--- src/rtl/proc_feeder_pkg.sv ---
`default_nettype none
// ---------------------------------------------------------------------------
// proc_feeder_pkg : shared constants for the processor instruction feeder
// Revision: 1.0
// ---------------------------------------------------------------------------
package proc_feeder_pkg;

  localparam int DEPTH  = 8;
  localparam int TMO    = 3;
  localparam int WORD_W = 16;

  localparam logic [1:0] c_st_idle  = 2'b00;
  localparam logic [1:0] c_st_issue = 2'b01;
  localparam logic [1:0] c_st_wait  = 2'b10;

  localparam logic [2:0] c_op_mv  = 3'b000;
  localparam logic [2:0] c_op_mvt = 3'b001;
  localparam logic [2:0] c_op_add = 3'b010;
  localparam logic [2:0] c_op_sub = 3'b011;

endpackage
`default_nettype wire

--- src/rtl/ififo.sv ---
`default_nettype none
// ---------------------------------------------------------------------------
// ififo : instruction FIFO with non-bypassing read and registered pointers
// Revision: 1.0
// ---------------------------------------------------------------------------
module ififo
  import proc_feeder_pkg::*;
#(
  parameter int DEPTH = proc_feeder_pkg::DEPTH,
  parameter int WIDTH = proc_feeder_pkg::WORD_W
) (
  input  logic             clk,
  input  logic             rst,
  input  logic             push,
  input  logic [WIDTH-1:0] wr_data,
  input  logic             pop,
  output logic [WIDTH-1:0] rd_data,
  output logic             full,
  output logic             empty
);

  localparam int AW = (DEPTH > 1) ? $clog2(DEPTH) : 1;
  localparam int CW = AW + 1;
  localparam logic [AW-1:0] c_ptr_one  = AW'(1);
  localparam logic [CW-1:0] c_cnt_one  = CW'(1);
  localparam logic [CW-1:0] c_cnt_full = CW'(DEPTH);

  logic [WIDTH-1:0] r_mem [DEPTH];
  logic [AW-1:0]    r_wr_ptr;
  logic [AW-1:0]    r_rd_ptr;
  logic [CW-1:0]    r_count;
  logic             w_do_push;
  logic             w_do_pop;

  assign full      = (r_count == c_cnt_full);
  assign empty     = (r_count == '0);
  assign w_do_push = push && !full;
  assign w_do_pop  = pop && !empty;
  assign rd_data   = r_mem[r_rd_ptr];

  always_ff @(posedge clk or posedge rst) begin
    if (rst) begin
      r_wr_ptr <= '0;
      r_rd_ptr <= '0;
      r_count  <= '0;
    end else begin
      if (w_do_push) r_wr_ptr <= r_wr_ptr + c_ptr_one;
      if (w_do_pop)  r_rd_ptr <= r_rd_ptr + c_ptr_one;
      case ({w_do_push, w_do_pop})
        2'b10:   r_count <= r_count + c_cnt_one;
        2'b01:   r_count <= r_count - c_cnt_one;
        default: r_count <= r_count;
      endcase
    end
  end

  // Storage needs no reset: empty/full depend only on the count.
  always_ff @(posedge clk) begin
    if (w_do_push) r_mem[r_wr_ptr] <= wr_data;
  end

endmodule
`default_nettype wire

--- src/rtl/proc_feeder.sv ---
`default_nettype none
// ---------------------------------------------------------------------------
// proc_feeder : queues instruction words and issues them one at a time to a
//               processor, waiting for Done or a timeout between issues
// Revision: 1.0
// ---------------------------------------------------------------------------
module proc_feeder
  import proc_feeder_pkg::*;
#(
  parameter int DEPTH = proc_feeder_pkg::DEPTH,
  parameter int TMO   = proc_feeder_pkg::TMO
) (
  input  logic        Clock,
  input  logic        Reset,
  input  logic        WrEn,
  input  logic [15:0] WrData,
  output logic        Full,
  input  logic        Enable,
  output logic [15:0] DOUT,
  output logic        Run,
  input  logic        Done,
  output logic        Busy,
  output logic        Err,
  output logic [7:0]  IssueCount
);

  localparam int TW = (TMO > 0) ? $clog2(TMO + 1) : 1;
  localparam logic [TW-1:0] c_tmo_last = TW'(TMO - 1);
  localparam logic [TW-1:0] c_wcnt_one = TW'(1);

  logic [1:0]    r_state;
  logic [1:0]    w_state_nxt;
  logic [TW-1:0] r_wcnt;
  logic [15:0]   r_dout;
  logic [7:0]    r_issue_cnt;
  logic          r_err;
  logic          w_pop;
  logic          w_finish;
  logic          w_timeout;
  logic          w_fifo_empty;
  logic [15:0]   w_fifo_data;

  ififo #(
    .DEPTH (DEPTH),
    .WIDTH (16)
  ) u_ififo (
    .clk     (Clock),
    .rst     (Reset),
    .push    (WrEn),
    .wr_data (WrData),
    .pop     (w_pop),
    .rd_data (w_fifo_data),
    .full    (Full),
    .empty   (w_fifo_empty)
  );

  // Done wins over a coincident timeout so a late-but-valid completion is not flagged.
  assign w_timeout = !Done && (r_wcnt == c_tmo_last);
  assign w_finish  = (r_state == c_st_wait) && (Done || w_timeout);

  always_ff @(posedge Clock or posedge Reset) begin
    if (Reset) r_state <= c_st_idle;
    else       r_state <= w_state_nxt;
  end

  always_comb begin
    w_state_nxt = r_state;
    w_pop       = 1'b0;
    case (r_state)
      c_st_idle: begin
        if (Enable && !w_fifo_empty) begin
          w_state_nxt = c_st_issue;
          w_pop       = 1'b1;
        end
      end
      c_st_issue: w_state_nxt = c_st_wait;
      c_st_wait: begin
        if (w_finish) begin
          if (Enable && !w_fifo_empty) begin
            w_state_nxt = c_st_issue;
            w_pop       = 1'b1;
          end else begin
            w_state_nxt = c_st_idle;
          end
        end
      end
      default: w_state_nxt = c_st_idle;
    endcase
  end

  always_comb begin
    Run        = (r_state == c_st_issue);
    Busy       = (r_state != c_st_idle);
    DOUT       = r_dout;
    Err        = r_err;
    IssueCount = r_issue_cnt;
  end

  always_ff @(posedge Clock or posedge Reset) begin
    if (Reset) begin
      r_dout      <= '0;
      r_wcnt      <= '0;
      r_err       <= 1'b0;
      r_issue_cnt <= '0;
    end else begin
      if (w_pop) r_dout <= w_fifo_data;
      if (r_state == c_st_issue)
        r_wcnt <= '0;
      else if ((r_state == c_st_wait) && !Done)
        r_wcnt <= r_wcnt + c_wcnt_one;
      if (w_finish) r_issue_cnt <= r_issue_cnt + 8'd1;
      if (w_finish && w_timeout) r_err <= 1'b1;
    end
  end

endmodule
`default_nettype wire

--- config.mk ---
export PLATFORM = sky130hd
export DESIGN_NAME = proc_feeder
export DESIGN_NICKNAME = d
export VERILOG_FILES = /design/src/rtl/proc_feeder_pkg.sv /design/src/rtl/ififo.sv /design/src/rtl/proc_feeder.sv
export SDC_FILE = /design/constraint.sdc
export NUM_CORES = 1
export LEC_CHECK = 0
export BUFFER_PORTS_ARGS = -buffer_cell sky130_fd_sc_hd__buf_2
export CORE_MARGIN = 1
export CORE_UTILIZATION = 45
export CTS_BUF_LIST = sky130_fd_sc_hd__clkbuf_8 sky130_fd_sc_hd__clkbuf_16
export DETAILED_ROUTE_END_ITERATION = 16
export GPL_TIMING_DRIVEN = 0
export PLACE_DENSITY_LB_ADDON = 0.05
export SYNTH_ARGS = -nofsm -noshare
export SYNTH_HDL_FRONTEND = slang
export SYNTH_SLANG_ARGS = --single-unit
--- constraint.sdc ---
create_clock -name Clock -period 2.95 [get_ports Clock]
set_clock_uncertainty 0.2 [all_clocks]
set_input_delay 0.4425 -clock Clock [delete_from_list [all_inputs] [get_ports Clock]]
set_output_delay 0.4425 -clock Clock [all_outputs]
set_load 0.01 [all_outputs]
==> results.cfg <==
[routing]
drc = 0
postRouteAntennaNets = 0
drt-met1-wl_mm = 5.61
drt_iter0_drc = 234
first_pass_iters = 4
routedWlPerCell_um = 20.2
vias = 3326
maxUsedRoutingLayer = met4
vias_per_cell = 5.28
wl_met3_um = 575
wl_met2_mm = 6.45
wl_mm = 12.7

[logic_synthesis]
synth_seq_cells = 167
syn_avg_cell_area_sq_um = 18.4
synth_area_leaders = edfxtp_1 58%, dfrtp_1 15%, mux4_2 11%
synth_edf_count = 128
synth_fp_nets = 387
yosysWarnings = 0
yosysSeqAreaShare_pct = 73.1
ys_top_cells_by_count = 128 x edfxtp_1, 39 x dfrtp_1, 32 x mux4_2
synth_top_area_share_pct = 58.3
synth_largest_area_cell = edfxtp_1
synth_ff_type = edfxtp_1
ys_types = 41
syn_inst = 358
async_reset_ff_share_pct = 23.4
netlist_area_sq_um = 6590
synth.most_common_cell = edfxtp_1

[pwr]
power_w = 0.00786
power_density_nw_per_um2 = 1000
p_leak_nw = 2.87
ir_drop_mv = 0.463

[global_route]
grt-ovfl-total = 0
antenna_found_initial = 0
grt_usage_pct = 18.6
grt_max_degree = 33
grt_pass1_wl_mm = 19.2
first_global_vias = 3290

[sta]
finalCritPeriodShare_pct = 90.2
tightest_slew_ns = 0.776
rsz0062_at_grt = no
fmax_mhz = 376
fin_setup_tns_ns = 0
slew_viol_final = 0
min_period_ns = 2.66
relSlewSlack_pct = 48.0
hold_viol = 0
finalSetupViolations = 0

[worst_setup_path]
cpMostUsedCell = ha_1
cp_data_required_time_ns = 3.04
end_kind = flop
reg2reg_depth = 10
crit_fanout = 7
max_stage_delay_ns = 0.39
crit_type = flop to flop
start_kind = flop
critical-path-slowest-cell = nor3b_1
critical_path_arrival_ns = 2.75
worstPathCellList = inv_1, ha_1, nor3b_1, nor4b_1, ha_1, ha_1, inv_1, nor4_1, nand4b_1, o211ai_1

[cells_and_area]
drive_above_1_share_pct = 32.7
diodes = 0
syn_to_final_growth_pct = 19.2
final_area_sq_um = 7860
num-nets-final = 466
final_util_pct = 55.7

[run]
maxCapViolCount = 0

[place]
port_buffers = 48
dp_hpwl_mm = 8.51
placedInstanceArea_sq_um = 7270
place.gp.congestion = 0.697

[cts]
root_buffer = clkbuf_16
cts_tree = built
cts.sinks = 167
cts_buffers = 17
clockBufferDepth = 2
cts-htree-levels = 4
ctsResizeCount = 0
clock_latency_ns = 0.42
path_clk_slew_ns = 0.06

[hold_path]
holdPathStages = 1
hp-class = primary input to flop

[floorplanning]
ios = 49
fp.coreArea_sq_um = 14100
initial_core_util_pct = 46.8
rows = 43
die_h_um = 123
fp.dieW_um = 123
die_area_sq_um = 15100

[status]
outcome = finished, final reports clean
==> logic make-up (layout without fill, tap and decap cells) <==
| logic type | Yosys count | after routing | share of synthesized area (%) |
|---|---|---|---|
| buf+inv | 24 | 116 | 1.92 |
| xor+xnor | 12 | 12 | 1.59 |
| compound gates | 29 | 29 | 2.71 |
| flops | 167 | 167 | 73.1 |
| mux | 51 | 51 | 13.9 |
| simple gates | 67 | 67 | 5.18 |
| fa+ha+maj | 8 | 8 | 1.63 |
==> critical path: cells and delay by family, from the launching register on <==
kind | cells | cell delay, ns
adders and majority gates | 3 | 0.87
and+or+nand+nor | 4 | 0.88
AOI/OAI and AO/OA | 1 | 0.08
DFF | 1 | 0.38
buffers and inverters | 2 | 0.13
==> metrics by stage <==
step / setup WS (ns) / hold WS [ns] / std cells
6_report: 0.289 / 0.0928 / 630
5_1_grt: 0.0129 / 0.0844 / 630
4_1_cts: 0.262 / 0.0744 / 630
3_5_place_dp: 0.289 / 0.186 / 597
3_3_place_gp: -1.31 / 0.249 / 586
2_1_floorplan: 0.277 / 0.285 / 358
==> cell type report <==
| class | instances | area [sq um] |
|---|---|---|
| flip-flops and latches | 167 | 4820 |
| clock buffers | 18 | 439 |
| fillers | 1080 | 6240 |
| inverters | 9 | 33.8 |
| multi-input cells | 167 | 1670 |
| plain buffers | 15 | 92.6 |
| clock inverters | 14 | 138 |
| repair buffers | 60 | 438 |
| well taps | 180 | 225 |
==> registers in the layout (all words and copies together) (netlist names) <==
register / cells
DOUT: 16
Err: 1
IssueCount: 8
r_state: 2
r_wcnt: 2
u_ififo.r_count: 4
u_ififo.r_mem: 128
u_ififo.r_rd_ptr: 3
u_ififo.r_wr_ptr: 3
==> placed cells by master (no fill, tap or decap), types with 2 or more instances in the layout <==
master        n
o211ai_1      2
clkinv_4      4
inv_1        10
nor3_1        4
xor2_1        3
mux2_2        2
clkbuf_16    17
nand3_1       4
buf_4         4
a21o_1        2
nor2_1       19
buf_2        53
clkbuf_1      3
xnor2_1       9
edfxtp_1    128
mux4_2       32
ha_1          7
mux2i_1      17
clkinv_1      2
nand2_1      13
buf_8         6
or3_1         2
nand2b_1      4
dfrtp_1      39
buf_16        2
buf_6         4
nor3_2        2
a21oi_1      16
bufinv_16     2
o21ai_0       2
nor2_2        6
nor2b_1       2
nand4_1       2
clkinvlp_4    3
a22o_1        2
a21oi_2       2
==> where the power goes <==
group,internal (W),switching (W),total (W)
registers,0.00305,0.000255,0.00330
clock network,0.00126,0.000877,0.00214
logic,0.00114,0.00128,0.00242
total,0.00544,0.00241,0.00786
==> what timing repair did <==
item / 4_1_cts / 5_1_grt
endpoints found under the hold margin: 7 / 0
hold buffers: 1 / 0
buffers inserted: 0 / 0
==> per-layer routing <==
layer	GRT usage, %	up-vias
met2	30.5	71
met3	4.66	8
met5	0	-
met1	24.5	1693
met4	6.10	0
li1	-	1554
==> path summary, 6_finish.rpt <==
path	start	to	slack [ns]
setup / recovery	r_wcnt[0]	u_ififo.r_count[3]	0.29
hold / removal	WrData[10]	u_ififo.r_mem[3][10]	0.09
setup reg to reg	r_wcnt[0]	u_ififo.r_count[3]	0.29
hold reg to reg	Err	Err	0.26
max in group asynchronous	Reset	IssueCount[5]	1.80
min in group asynchronous	Reset	DOUT[12]	0.29
Note: power is estimated with default switching activity, not from simulation.
